[src/rtl/stopwatch_pkg.sv]
// Shared types and constants for the stopwatch controller.
// Latency: n/a (declarations only).
// Backpressure: n/a.
package stopwatch_pkg;

    // FSM encodings are visible on the state port, so the values are fixed.
    typedef enum logic [1:0] {
        ST_IDLE     = 2'd0,
        ST_RUNNING  = 2'd1,
        ST_PAUSED   = 2'd2,
        ST_LAP_HOLD = 2'd3
    } sw_state_t;

    // 10 ms at 50 MHz.
    localparam int DEBOUNCE_CYCLES_DEF = 500000;
    localparam int SYNC_STAGES_DEF     = 2;

    // The tick divider and counters advance in these states.
    function automatic logic is_counting(input sw_state_t s);
        return (s == ST_RUNNING) || (s == ST_LAP_HOLD);
    endfunction

endpackage

[src/rtl/button_debounce.sv]
// Synchroniser + debouncer + rising-edge press detector for one raw button.
// Latency: SYNC_STAGES + DEBOUNCE_CYCLES cycles from stable press to o_press.
// Backpressure: none; o_press is a one-cycle pulse that is never held.
module button_debounce
    import stopwatch_pkg::*;
#(
    parameter int DEBOUNCE_CYCLES = DEBOUNCE_CYCLES_DEF,
    parameter int SYNC_STAGES     = SYNC_STAGES_DEF
) (
    input  logic i_clk,
    input  logic i_rst_n,
    input  logic i_btn,
    output logic o_press
);

    // A single-flop synchroniser is never safe, so clamp the depth at 2.
    localparam int SYNC_N   = (SYNC_STAGES < 2) ? 2 : SYNC_STAGES;
    localparam int DEB_N    = (DEBOUNCE_CYCLES < 1) ? 1 : DEBOUNCE_CYCLES;
    localparam int CNT_W    = (DEB_N > 1) ? $clog2(DEB_N) : 1;
    localparam logic [CNT_W-1:0] CNT_LAST = CNT_W'(DEB_N - 1);

    logic [SYNC_N-1:0] r_sync;
    logic [SYNC_N-1:0] r_sync_vld;
    logic [CNT_W-1:0]  r_cnt;
    logic              r_level;
    logic              r_armed;
    logic              r_press;
    logic              w_sample;
    logic              w_sample_vld;

    assign w_sample     = r_sync[SYNC_N-1];
    assign w_sample_vld = r_sync_vld[SYNC_N-1];
    assign o_press      = r_press;

    // Synchroniser chain, plus a marker that reaches the last stage together
    // with the first real post-reset sample.
    always_ff @(posedge i_clk or negedge i_rst_n) begin
        if (!i_rst_n) begin
            r_sync     <= '0;
            r_sync_vld <= '0;
        end else begin
            r_sync     <= {r_sync[SYNC_N-2:0], i_btn};
            r_sync_vld <= {r_sync_vld[SYNC_N-2:0], 1'b1};
        end
    end

    // Debounce: the level flips after DEB_N consecutive samples that disagree
    // with it; any agreeing sample restarts the count. A press pulse fires on
    // the debounced rising edge only.
    always_ff @(posedge i_clk or negedge i_rst_n) begin
        if (!i_rst_n) begin
            r_cnt   <= '0;
            r_level <= 1'b0;
            r_press <= 1'b0;
        end else begin
            r_press <= 1'b0;
            if (w_sample == r_level) begin
                r_cnt <= '0;
            end else if (r_cnt == CNT_LAST) begin
                r_cnt   <= '0;
                r_level <= w_sample;
                r_press <= w_sample & r_armed;
            end else begin
                r_cnt <= r_cnt + 1'b1;
            end
        end
    end

    // Arm only after a released button has been seen since reset, so a button
    // held through reset release cannot produce a press.
    always_ff @(posedge i_clk or negedge i_rst_n) begin
        if (!i_rst_n) begin
            r_armed <= 1'b0;
        end else if (w_sample_vld && !w_sample && !r_level) begin
            r_armed <= 1'b1;
        end
    end

endmodule

[src/rtl/stopwatch_ctrl.sv]
// Stopwatch control FSM fed by three debounced buttons; lap path only when STOPWATCH_LAP_EN is defined.
// Latency: outputs update on the edge after the cycle a press pulse is high.
// Backpressure: none; events arriving while enable is low are dropped, not queued.
module stopwatch_ctrl
    import stopwatch_pkg::*;
#(
    parameter int DEBOUNCE_CYCLES = DEBOUNCE_CYCLES_DEF,
    parameter int SYNC_STAGES     = SYNC_STAGES_DEF
) (
    input  logic       master_clock,
    input  logic       reset_n,
    input  logic       enable,
    input  logic       btn_start_stop,
    input  logic       btn_lap,
    input  logic       btn_clear,
    output logic       count_en,
    output logic       clear_pulse,
    output logic       lap_latch,
    output logic       display_frozen,
    output logic [1:0] state
);

    sw_state_t r_state;
    sw_state_t w_state_nxt;
    logic      r_count_en;
    logic      r_clear_pulse;
    logic      w_clear_nxt;
    logic      w_lap_nxt;
    logic      w_ss_raw;
    logic      w_clr_raw;
    logic      w_lap_raw;
    logic      w_ev_clr;
    logic      w_ev_ss;
    logic      w_ev_lap;

    button_debounce #(
        .DEBOUNCE_CYCLES(DEBOUNCE_CYCLES),
        .SYNC_STAGES    (SYNC_STAGES)
    ) u_db_start_stop (
        .i_clk  (master_clock),
        .i_rst_n(reset_n),
        .i_btn  (btn_start_stop),
        .o_press(w_ss_raw)
    );

    button_debounce #(
        .DEBOUNCE_CYCLES(DEBOUNCE_CYCLES),
        .SYNC_STAGES    (SYNC_STAGES)
    ) u_db_clear (
        .i_clk  (master_clock),
        .i_rst_n(reset_n),
        .i_btn  (btn_clear),
        .o_press(w_clr_raw)
    );

`ifdef STOPWATCH_LAP_EN
    logic r_lap_latch;
    logic r_display_frozen;

    button_debounce #(
        .DEBOUNCE_CYCLES(DEBOUNCE_CYCLES),
        .SYNC_STAGES    (SYNC_STAGES)
    ) u_db_lap (
        .i_clk  (master_clock),
        .i_rst_n(reset_n),
        .i_btn  (btn_lap),
        .o_press(w_lap_raw)
    );

    // Lap outputs: split pulse and frozen-display select.
    always_ff @(posedge master_clock or negedge reset_n) begin
        if (!reset_n) begin
            r_lap_latch      <= 1'b0;
            r_display_frozen <= 1'b0;
        end else begin
            r_lap_latch      <= w_lap_nxt;
            r_display_frozen <= (w_state_nxt == ST_LAP_HOLD);
        end
    end

    assign lap_latch      = r_lap_latch;
    assign display_frozen = r_display_frozen;
`else
    logic w_lap_unused;

    assign w_lap_raw      = 1'b0;
    assign w_lap_unused   = btn_lap ^ w_lap_nxt;
    assign lap_latch      = 1'b0;
    assign display_frozen = 1'b0;
`endif

    // Enable masks all events; clear outranks start/stop, which outranks lap,
    // and a losing event in the same cycle is dropped.
    assign w_ev_clr = enable & w_clr_raw;
    assign w_ev_ss  = enable & w_ss_raw & ~w_clr_raw;
    assign w_ev_lap = enable & w_lap_raw & ~w_clr_raw & ~w_ss_raw;

    // Next-state and pulse decode.
    always_comb begin
        w_state_nxt = r_state;
        w_clear_nxt = 1'b0;
        w_lap_nxt   = 1'b0;
        case (r_state)
            ST_IDLE: begin
                if (w_ev_clr) begin
                    w_clear_nxt = 1'b1;
                end else if (w_ev_ss) begin
                    w_state_nxt = ST_RUNNING;
                end
            end
            ST_RUNNING: begin
                if (w_ev_ss) begin
                    w_state_nxt = ST_PAUSED;
                end else if (w_ev_lap) begin
                    w_state_nxt = ST_LAP_HOLD;
                    w_lap_nxt   = 1'b1;
                end
            end
            ST_LAP_HOLD: begin
                // Clear here only unfreezes the display; counters keep going.
                if (w_ev_clr) begin
                    w_state_nxt = ST_RUNNING;
                end else if (w_ev_ss) begin
                    w_state_nxt = ST_PAUSED;
                end else if (w_ev_lap) begin
                    w_lap_nxt = 1'b1;
                end
            end
            ST_PAUSED: begin
                if (w_ev_clr) begin
                    w_state_nxt = ST_IDLE;
                    w_clear_nxt = 1'b1;
                end else if (w_ev_ss) begin
                    w_state_nxt = ST_RUNNING;
                end
            end
            default: begin
                w_state_nxt = ST_IDLE;
            end
        endcase
    end

    // State register and the always-present registered outputs.
    always_ff @(posedge master_clock or negedge reset_n) begin
        if (!reset_n) begin
            r_state       <= ST_IDLE;
            r_count_en    <= 1'b0;
            r_clear_pulse <= 1'b0;
        end else begin
            r_state       <= w_state_nxt;
            r_count_en    <= enable & is_counting(w_state_nxt);
            r_clear_pulse <= w_clear_nxt;
        end
    end

    assign state       = r_state;
    assign count_en    = r_count_en;
    assign clear_pulse = r_clear_pulse;

endmodule
[config.mk]
export PLATFORM = sky130hd
export DESIGN_NAME = stopwatch_ctrl
export DESIGN_NICKNAME = d
export VERILOG_FILES = /design/src/rtl/stopwatch_pkg.sv /design/src/rtl/button_debounce.sv /design/src/rtl/stopwatch_ctrl.sv
export SDC_FILE = /design/constraint.sdc
export NUM_CORES = 1
export LEC_CHECK = 0
export CORE_MARGIN = 2
export CORE_UTILIZATION = 60
export CTS_BUF_LIST = sky130_fd_sc_hd__clkbuf_4 sky130_fd_sc_hd__clkbuf_8
export DETAILED_ROUTE_END_ITERATION = 8
export PLACE_DENSITY = 0.83
export SYNTH_ARGS = -nofsm -noshare
export SYNTH_HDL_FRONTEND = slang
export SYNTH_SLANG_ARGS = --single-unit
[constraint.sdc]
create_clock -name master_clock -period 2.48 [get_ports master_clock]
set_input_delay 0.496 -clock master_clock [delete_from_list [all_inputs] [get_ports master_clock]]
set_output_delay 0.496 -clock master_clock [all_outputs]
set_load 0.05 [all_outputs]
# Word-level counts from Yosys, hierarchy flattened
# Cells that the tools add are included.
[totals]
memories = 0
wordCells = 64
rom_bits = 0
regBits = 56
in_bits = 6
latch_bits = 0
mem_bits_rw = 0
[op_classes]
mux = 16
shift = 0
n_eq_ne = 9
add_sub_neg = 2
n_lt_le_gt_ge = 0
n_bitwise = 9
n_reduce_logical = 13
n_div = 0
n_mul = 0
[ops]
columns = ["cell", "n"]
rows = [
  ["$mux 19", 4],
  ["$add 19x1->19 const B", 2],
  ["$eq 19x19->1 const B", 2],
  ["$mux 2", 5],
  ["$pmux 2 s4", 1],
  ["$and 1x1->1", 6],
  ["$eq 2x2->1 const B", 3],
  ["$mux 1", 6],
  ["$eq 2x1->1 const B", 2],
  ["$logic_and 1x1->1", 4],
  ["$logic_not 1->1", 4],
  ["$reduce_and 2->1", 2],
  ["$not 1->1", 3],
  ["$eq 1x1->1", 2],
  ["$logic_not 2->1", 1],
  ["$reduce_or 2->1", 1],
  ["$logic_or 1x1->1", 1],
]

# Logic depth before layout (Yosys ltp)
# Gate-level depths: netlist (run 1).
[depth]
word_depth = 8
mapped_depth = 6
mapped_depth_nobuf = 5

# Modules after synthesis
# From an unflattened synthesis (run 1), not the netlist that was laid out.
[hier_totals]
hier_cells = 248
area_unflattened_um2 = 2637.5
[by_module_without_submodules]
columns = ["module", "n_inst", "cells_each", "area_each_um2", "seq_area_each_um2"]
rows = [
  ["button_debounce", 2, 115, 1223.7, 650.6],
  ["stopwatch_ctrl", 1, 18, 190.2, 100.1],
]

# Least setup slack after synthesis (run 1)
# No wires, ideal clock.
[synth_timing]
path_type = "reg2reg"
start = "register u_db_start_stop.r_cnt[0]"
end = "register u_db_start_stop.r_cnt[10]"
stages_incl_launch_ff = 7
n_path_buf = 1
setup_ns = 0.132
path_slack_ns = 0.657
t_arrival_ns = 1.691
period_less_slack_ns = 1.823
required_time_ns = 2.348
path_cell_list = "dfrtp_1 -> ha_1 -> and4_1 -> nand2_1 -> o21ai_1 -> clkbuf_1 -> nor2_1"
[synth_via]
elab_chain_cells = 3
word_cells_on_any_way = 4
classes_between = "add/sub: 1; eq/ne: 1; mux: 2"
[synth_lines]
columns = ["element", "line", "rtl"]
rows = [
  ["start: declaration", "button_debounce.sv:24", "logic [CNT_W-1:0] r_cnt;"],
  ["start signal: assignment", "button_debounce.sv:64", "r_cnt <= r_cnt + 1'b1;"],
  ["$add 19x1->19 or $eq 19x19->1 (tied branches)", "button_debounce.sv:64, button_debounce.sv:59", ""],
  ["$mux 19 (*)", "button_debounce.sv:59", "end else if (r_cnt == CNT_LAST) begin"],
  ["$mux 19 (*)", "button_debounce.sv:57", "if (w_sample == r_level) begin"],
]
# Every way passes the cells marked *; elsewhere a longest branch is shown, timed or not.
# A chain may end at the register's enable or synchronous reset.

# Worst setup path after layout (run 1)
[layout_timing]
start = "register r_state[0] (netlist: state[0])"
end = "output port state[0]"
[layout_lines]
columns = ["element", "line", "rtl"]
rows = [
  ["start: declaration", "stopwatch_ctrl.sv:23", "sw_state_t r_state;"],
  ["start signal: assignment", "stopwatch_ctrl.sv:150", "r_state <= w_state_nxt;"],
  ["end: declaration", "stopwatch_ctrl.sv:20", "output logic [1:0] state"],
]
# No word-level cell between the ends.

==> results.json, run 1 <==
{
  "critPathArrivalTime_ns": 1.57,
  "synthCells": 242,
  "fillers": 295,
  "p_total_w": 0.001557,
  "grt_pass1_wl_um": 7652,
  "dp_hpwl_um": 3082,
  "port_buffers": 8,
  "crit_type": "reg -> out",
  "io-pin-count": 12,
  "num_rows": 23,
  "hold_class": "in -> async",
  "worstPathRequired_ns": 1.98,
  "critical_path.max_stage_delay_ns": 0.83,
  "min_period_over_period_pct": 83.24,
  "p_per_area_mw_per_mm2": 572.0,
  "dp_cells": 300,
  "synthTopCellsByArea": "dfrtp_1 55%, xnor2_1 5.7%, nor2_1 4.9%",
  "via_per_inst": 5.864,
  "drt_wl_total_um": 4428,
  "worstPathMaxFanout": 4,
  "die_area_mm2": 0.004632,
  "route.detailed.drc": 0,
  "drv_slew": 0,
  "yosys.area.top_type": "dfrtp_1",
  "fin_tns_setup_ns": 0,
  "setup_violations": 0,
  "swShare_pct": 22.02,
  "grt_use_total_pct": 22.74,
  "status": "finished, final reports clean",
  "final_core_util_pct": 68.56,
  "yosysWarnings": 0,
  "syn2layout_area_growth_pct": 10.57,
  "p_seq_share_pct": 58.1,
  "clkSinkCount": 54,
  "pwr-share-clk_pct": 37.8,
  "fin_nets": 265,
  "coreArea_mm2": 0.003971,
  "end_kind": "primary output",
  "ant_nets": 0,
  "critPathSlowestCell": "clkdlybuf4s50_1",
  "clock_latency_ns": 0.31,
  "start_util_pct": 62.00,
  "wire_per_inst_um": 14.38,
  "multiInputGateArea_mm2": 0.001061,
  "grt_pass1_vias": 1677,
  "hold_viol": 0,
  "power.leakage_nw": 1.119,
  "gr-total-overflow": 0,
  "fp.dieH_um": 68.06,
  "ctsResizeCount": 0,
  "drtIter0Drc": 132,
  "drive_above_1_share_pct": 8.915,
  "maxCapViolCount": 0,
  "finalCriticalPeriod_ns": 2.064,
  "skew_ns": 0.006113,
  "crit_path_start_kind": "flip-flop",
  "avgSynthCellArea_um2": 10.18,
  "critPathBufInv": 1,
  "synth.distinct_cells": 36,
  "crit_chain": "clkdlybuf4s50_1",
  "ys_seq_area_share_pct": 54.88,
  "fmax_mhz": 484.4,
  "syn_area_mm2": 0.002462,
  "setup_ws_ns": 0.4157,
  "root_buffer": "clkbuf_8",
  "first_pass_iters": 4,
  "num_vias": 1806,
  "antenna_found_initial": 0,
  "ys_ff_latch": 54,
  "internal-power_w": 0.001214,
  "post-cts-setup-buffer-count": 0,
  "critPathTopFamily": "buffers and inverters",
  "hold_buffers": 0,
  "diodes": 0,
  "die_w_um": 68.06,
  "gp_congestion": 0.7821,
  "regArea_mm2": 0.001351,
  "clk_pin_slew_ns": 0.09,
  "pre_cts_ws_ns": 0.4622,
  "p_comb_share_pct": 4.1,
  "p_switching_w": 0.0003430,
  "htreeDepth": 2,
  "clk_path_buf_depth": 2,
  "grt_setup_unrepaired": "false",
  "numCtsBuffers": 5,
  "final_cells": 308,
  "tritoncts": "yes",
  "synth.top_cell.area_share_pct": 54.88,
  "grt_max_degree": 22,
  "ir_drop_mv": 0.5119
}
-- cells in the mapped netlist (all sizes together) --
master and count:
nor4 8, ha 2, o31ai 5, a21oi 12
buf 3, nor3b 1, inv 6, xor2 9
conb 2, or2 1, nand4 11, or4 7
nand3 12, o21ai 8, o22ai 1, mux2 2
and3 5, clkbuf 3, or3 8, and2 3
xnor2 16, and4 2, a31o 1, nor3 5
o21a 1, a21o 2, nor2 32, dfrtp 54
nor4bb 2, nand2 18
-- stage by stage --
step	hold slack, ns	instance area, um2
2_1_floorplan	0.2004	2466
3_3_place_gp	0.3347	2610
3_5_place_dp	0.3405	2610
4_1_cts	0.1100	2723
5_1_grt	0.1260	2723
6_report	0.1037	2723
-- sequential cells by signal (all words and copies together), names as in the netlist, 2 cells and up, named ones only --
name / count
u_db_clear.r_sync: 2
u_db_clear.r_cnt: 19
u_db_start_stop.r_cnt: 19
u_db_start_stop.r_sync: 2
u_db_clear.r_sync_vld: 2
-- final cells by class --
| class | instances | area share, % |
|---|---|---|
| tap | 50 | 2.298 |
| sequential | 54 | 49.63 |
| inverter | 6 | 0.8272 |
| clock inverter | 3 | 1.608 |
| clock buffer | 5 | 2.528 |
| multi-input combinational | 177 | 38.97 |
| timing repair buffer | 13 | 4.136 |
-- worst paths after layout --
kind | startpoint | endpoint | slack, ns | cells past startpoint
max in group asynchronous | reset_n | u_db_clear.o_press$_DFF_PN0_ | 1.75 | 2
min in group master_clock | u_db_clear.r_sync[0]$_DFF_PN0_ | u_db_clear.r_sync[1]$_DFF_PN0_ | 0.36 | 0
hold / removal | reset_n | u_db_start_stop.r_cnt[17]$_DFF_PN0_ | 0.10 | 1
setup / recovery | state[0]$_DFF_PN0_ | state[0] | 0.42 | 1
setup reg to reg | u_db_clear.r_cnt[0]$_DFF_PN0_ | u_db_clear.r_cnt[18]$_DFF_PN0_ | 0.42 | 5
hold reg to reg | u_db_clear.r_sync[0]$_DFF_PN0_ | u_db_clear.r_sync[1]$_DFF_PN0_ | 0.36 | 0
-- layer usage --
layer | track usage, % | wire [um]
met2 | 31.92 | 2064
met3 | 5.757 | 219
met5 | 0 | 0
met4 | 11.75 | 104
met1 | 32.60 | 2039
-- power groups by stage --
stage	Combinational, W	Sequential [W]	Clock [W]
3_3_place_gp	0.0000642	0.000921	0
6_report	0.0000641	0.000904	0.000589
5_1_grt	0.0000737	0.000907	0.000642
2_1_floorplan	0.0000323	0.000919	0
4_1_cts	0.0000660	0.000905	0.000606
3_5_place_dp	0.0000657	0.000922	0
-- layout by cell type (no fill, tap or decap), drive strengths merged, types with 8 or more instances in the layout --
| cell type | n |
|---|---|
| dfrtp | 54 |
| nor2 | 32 |
| nand2 | 18 |
| xnor2 | 16 |
| a21oi | 12 |
| nand3 | 12 |
| nand4 | 11 |
| xor2 | 9 |
| nor4 | 8 |
| or3 | 8 |
| o21ai | 8 |
-- cell families after synthesis --
logic type	after synthesis	synth area share, %
xor gates and xnor gates	25	8.892
adders and majority gates	2	1.016
DFF	54	54.88
buffers and inverters	12	2.184
muxes	2	0.9146
other	2	0.3050
and+or+nand+nor	115	24.70
AOI/OAI and AO/OA	30	7.114
Note: power is estimated with default switching activity, not from simulation.
==> run 2: changes to the inputs <==
Clock period 2.48 ns to 2.1 ns, I/O delays scaled along.
==> results.json, run 2 (synthesis results as in run 1) <==
{
  "cp.depth": 1,
  "largestRegisters": "u_db_clear.r_cnt x19, u_db_start_stop.r_cnt x19",
  "clk_pin_slew_ns": 0.09,
  "finalCriticalPeriod_ns": 1.991,
  "clk_path_buf_depth": 2,
  "dp_hpwl_um": 3160,
  "coreArea_mm2": 0.003971,
  "num_vias": 1800,
  "io-pin-count": 12,
  "grt_pass1_wl_um": 7534,
  "wl_met1_um": 2079,
  "dr_wl_met3_um": 186,
  "drv_slew": 0,
  "r2r-end": "u_db_clear.r_cnt[17]$_DFF_PN0_",
  "first_pass_iters": 4,
  "syn2layout_area_growth_pct": 11.28,
  "skew_ns": 0.004208,
  "wire_per_inst_um": 14.05,
  "grt_setup_unrepaired": "false",
  "drive_above_1_share_pct": 9.962,
  "start_util_pct": 62.00,
  "num_rows": 23,
  "critPathTopFamily": "buffers and inverters",
  "crit_chain": "clkdlybuf4s50_1",
  "numCtsBuffers": 5,
  "met2_length_um": 2032,
  "drt_wl_total_um": 4371,
  "die_area_mm2": 0.004632,
  "placed_area_mm2": 0.002645,
  "critPathBufInv": 1,
  "worstPathRequired_ns": 1.68,
  "clock_latency_ns": 0.30,
  "p_total_w": 0.001741,
  "ir_drop_mv": 0.6300,
  "ctsResizeCount": 0,
  "grt_use_total_pct": 22.31,
  "final_common_cell": "dfrtp_1",
  "grt_max_degree": 34,
  "tritoncts": "yes",
  "antenna_found_initial": 0,
  "final_cell_mix": "54 x dfrtp_1, 32 x nor2_1, 18 x nand2_1",
  "worstPathMaxFanout": 4,
  "hold_class": "in -> async",
  "critPathArrivalTime_ns": 1.57,
  "grt_pass1_vias": 1678,
  "port_buffers": 8,
  "fin_nets": 268,
  "maxUsedRoutingLayer": "met4",
  "setup_violations": 0,
  "crit_type": "reg -> out",
  "hold_viol": 0,
  "reg2reg_depth": 4,
  "route.detailed.drc": 0,
  "gr-total-overflow": 0,
  "power.leakage_nw": 1.129,
  "fin_tns_setup_ns": 0,
  "ant_nets": 0,
  "drtIter0Drc": 91,
  "end_kind": "primary output",
  "relSlewSlack_pct": 65.75,
  "gp_congestion": 0.8311,
  "hold_buffers": 0,
  "post-cts-setup-buffer-count": 0,
  "status": "finished, final reports clean",
  "startpoint": "state[0]$_DFF_PN0_",
  "critical_path.max_stage_delay_ns": 0.84,
  "final_cell_area_mm2": 0.002740,
  "die_w_um": 68.06,
  "min_period_over_period_pct": 94.82,
  "htreeDepth": 2,
  "dp_cells": 303,
  "diodes": 0,
  "crit_end": "state[0]",
  "fp.dieH_um": 68.06,
  "critPathSlowestCell": "clkdlybuf4s50_1",
  "fmax_mhz": 502.2,
  "clkSinkCount": 54,
  "crit_path_start_kind": "flip-flop",
  "tightest_slew_ns": 0.5138,
  "root_buffer": "clkbuf_8",
  "p_per_area_mw_per_mm2": 635.2,
  "worstReg2RegStart": "u_db_clear.r_cnt[2]$_DFF_PN0_",
  "final_cells": 311,
  "via_per_inst": 5.788,
  "ff2ff_setup_slack_ns": 0.11,
  "maxCapViolCount": 0
}
-- run 2: final cells by class --
| class | count | area, um2 |
|---|---|---|
| clock inverters | 1 | 5.005 |
| clock buffers | 7 | 90.09 |
| flip-flops and latches | 54 | 1351 |
| inverters | 6 | 22.52 |
| multi-input cells | 177 | 1061 |
| repair buffers | 16 | 147.6 |
| well taps | 50 | 62.56 |
| fillers | 313 | 1231 |
-- run 2: where the power goes --
part           total [W]  switching, W  internal (W)
Clock           0.000594      0.000315      0.000279
Sequential       0.00107     0.0000140       0.00105
Combinational  0.0000782     0.0000529     0.0000253
Total            0.00174      0.000382       0.00136
-- run 2: layer usage --
metal,vias to the layer above,track usage (%)
met1,863,32.24
met2,40,32.65
met3,7,5.428
met5,-,0
met4,0,8.500
li1,890,-
-- run 2: per-stage QoR --
step | setup WS [ns] | hold slack (ns) | utilization, %
final | 0.1087 | 0.08106 | 69.00
after global routing | 0.02394 | 0.1107 | 69.00
after CTS | 0.1017 | 0.09470 | 69.00
after detailed placement | 0.1317 | 0.3450 | 66.60
after global placement | 0.1884 | 0.3329 | 66.60
after floorplan | 0.2771 | 0.1244 | -
-- run 2: how the worst min path moves through the flow --
stage	from	slack [ns]	to	cells past startpoint
after floorplan	reset_n	0.12	asynchronous set/reset pin	0
after global placement	u_db_clear.r_sync[0]$_DFF_PN0_	0.33	u_db_clear.r_sync[1]$_DFF_PN0_	0
after detailed placement	u_db_clear.r_sync[0]$_DFF_PN0_	0.34	u_db_clear.r_sync[1]$_DFF_PN0_	0
after CTS	reset_n	0.09	u_db_clear.r_cnt[10]$_DFF_PN0_	1
after global routing	reset_n	0.11	u_db_clear.r_cnt[10]$_DFF_PN0_	1
final	reset_n	0.08	u_db_clear.r_cnt[11]$_DFF_PN0_	1
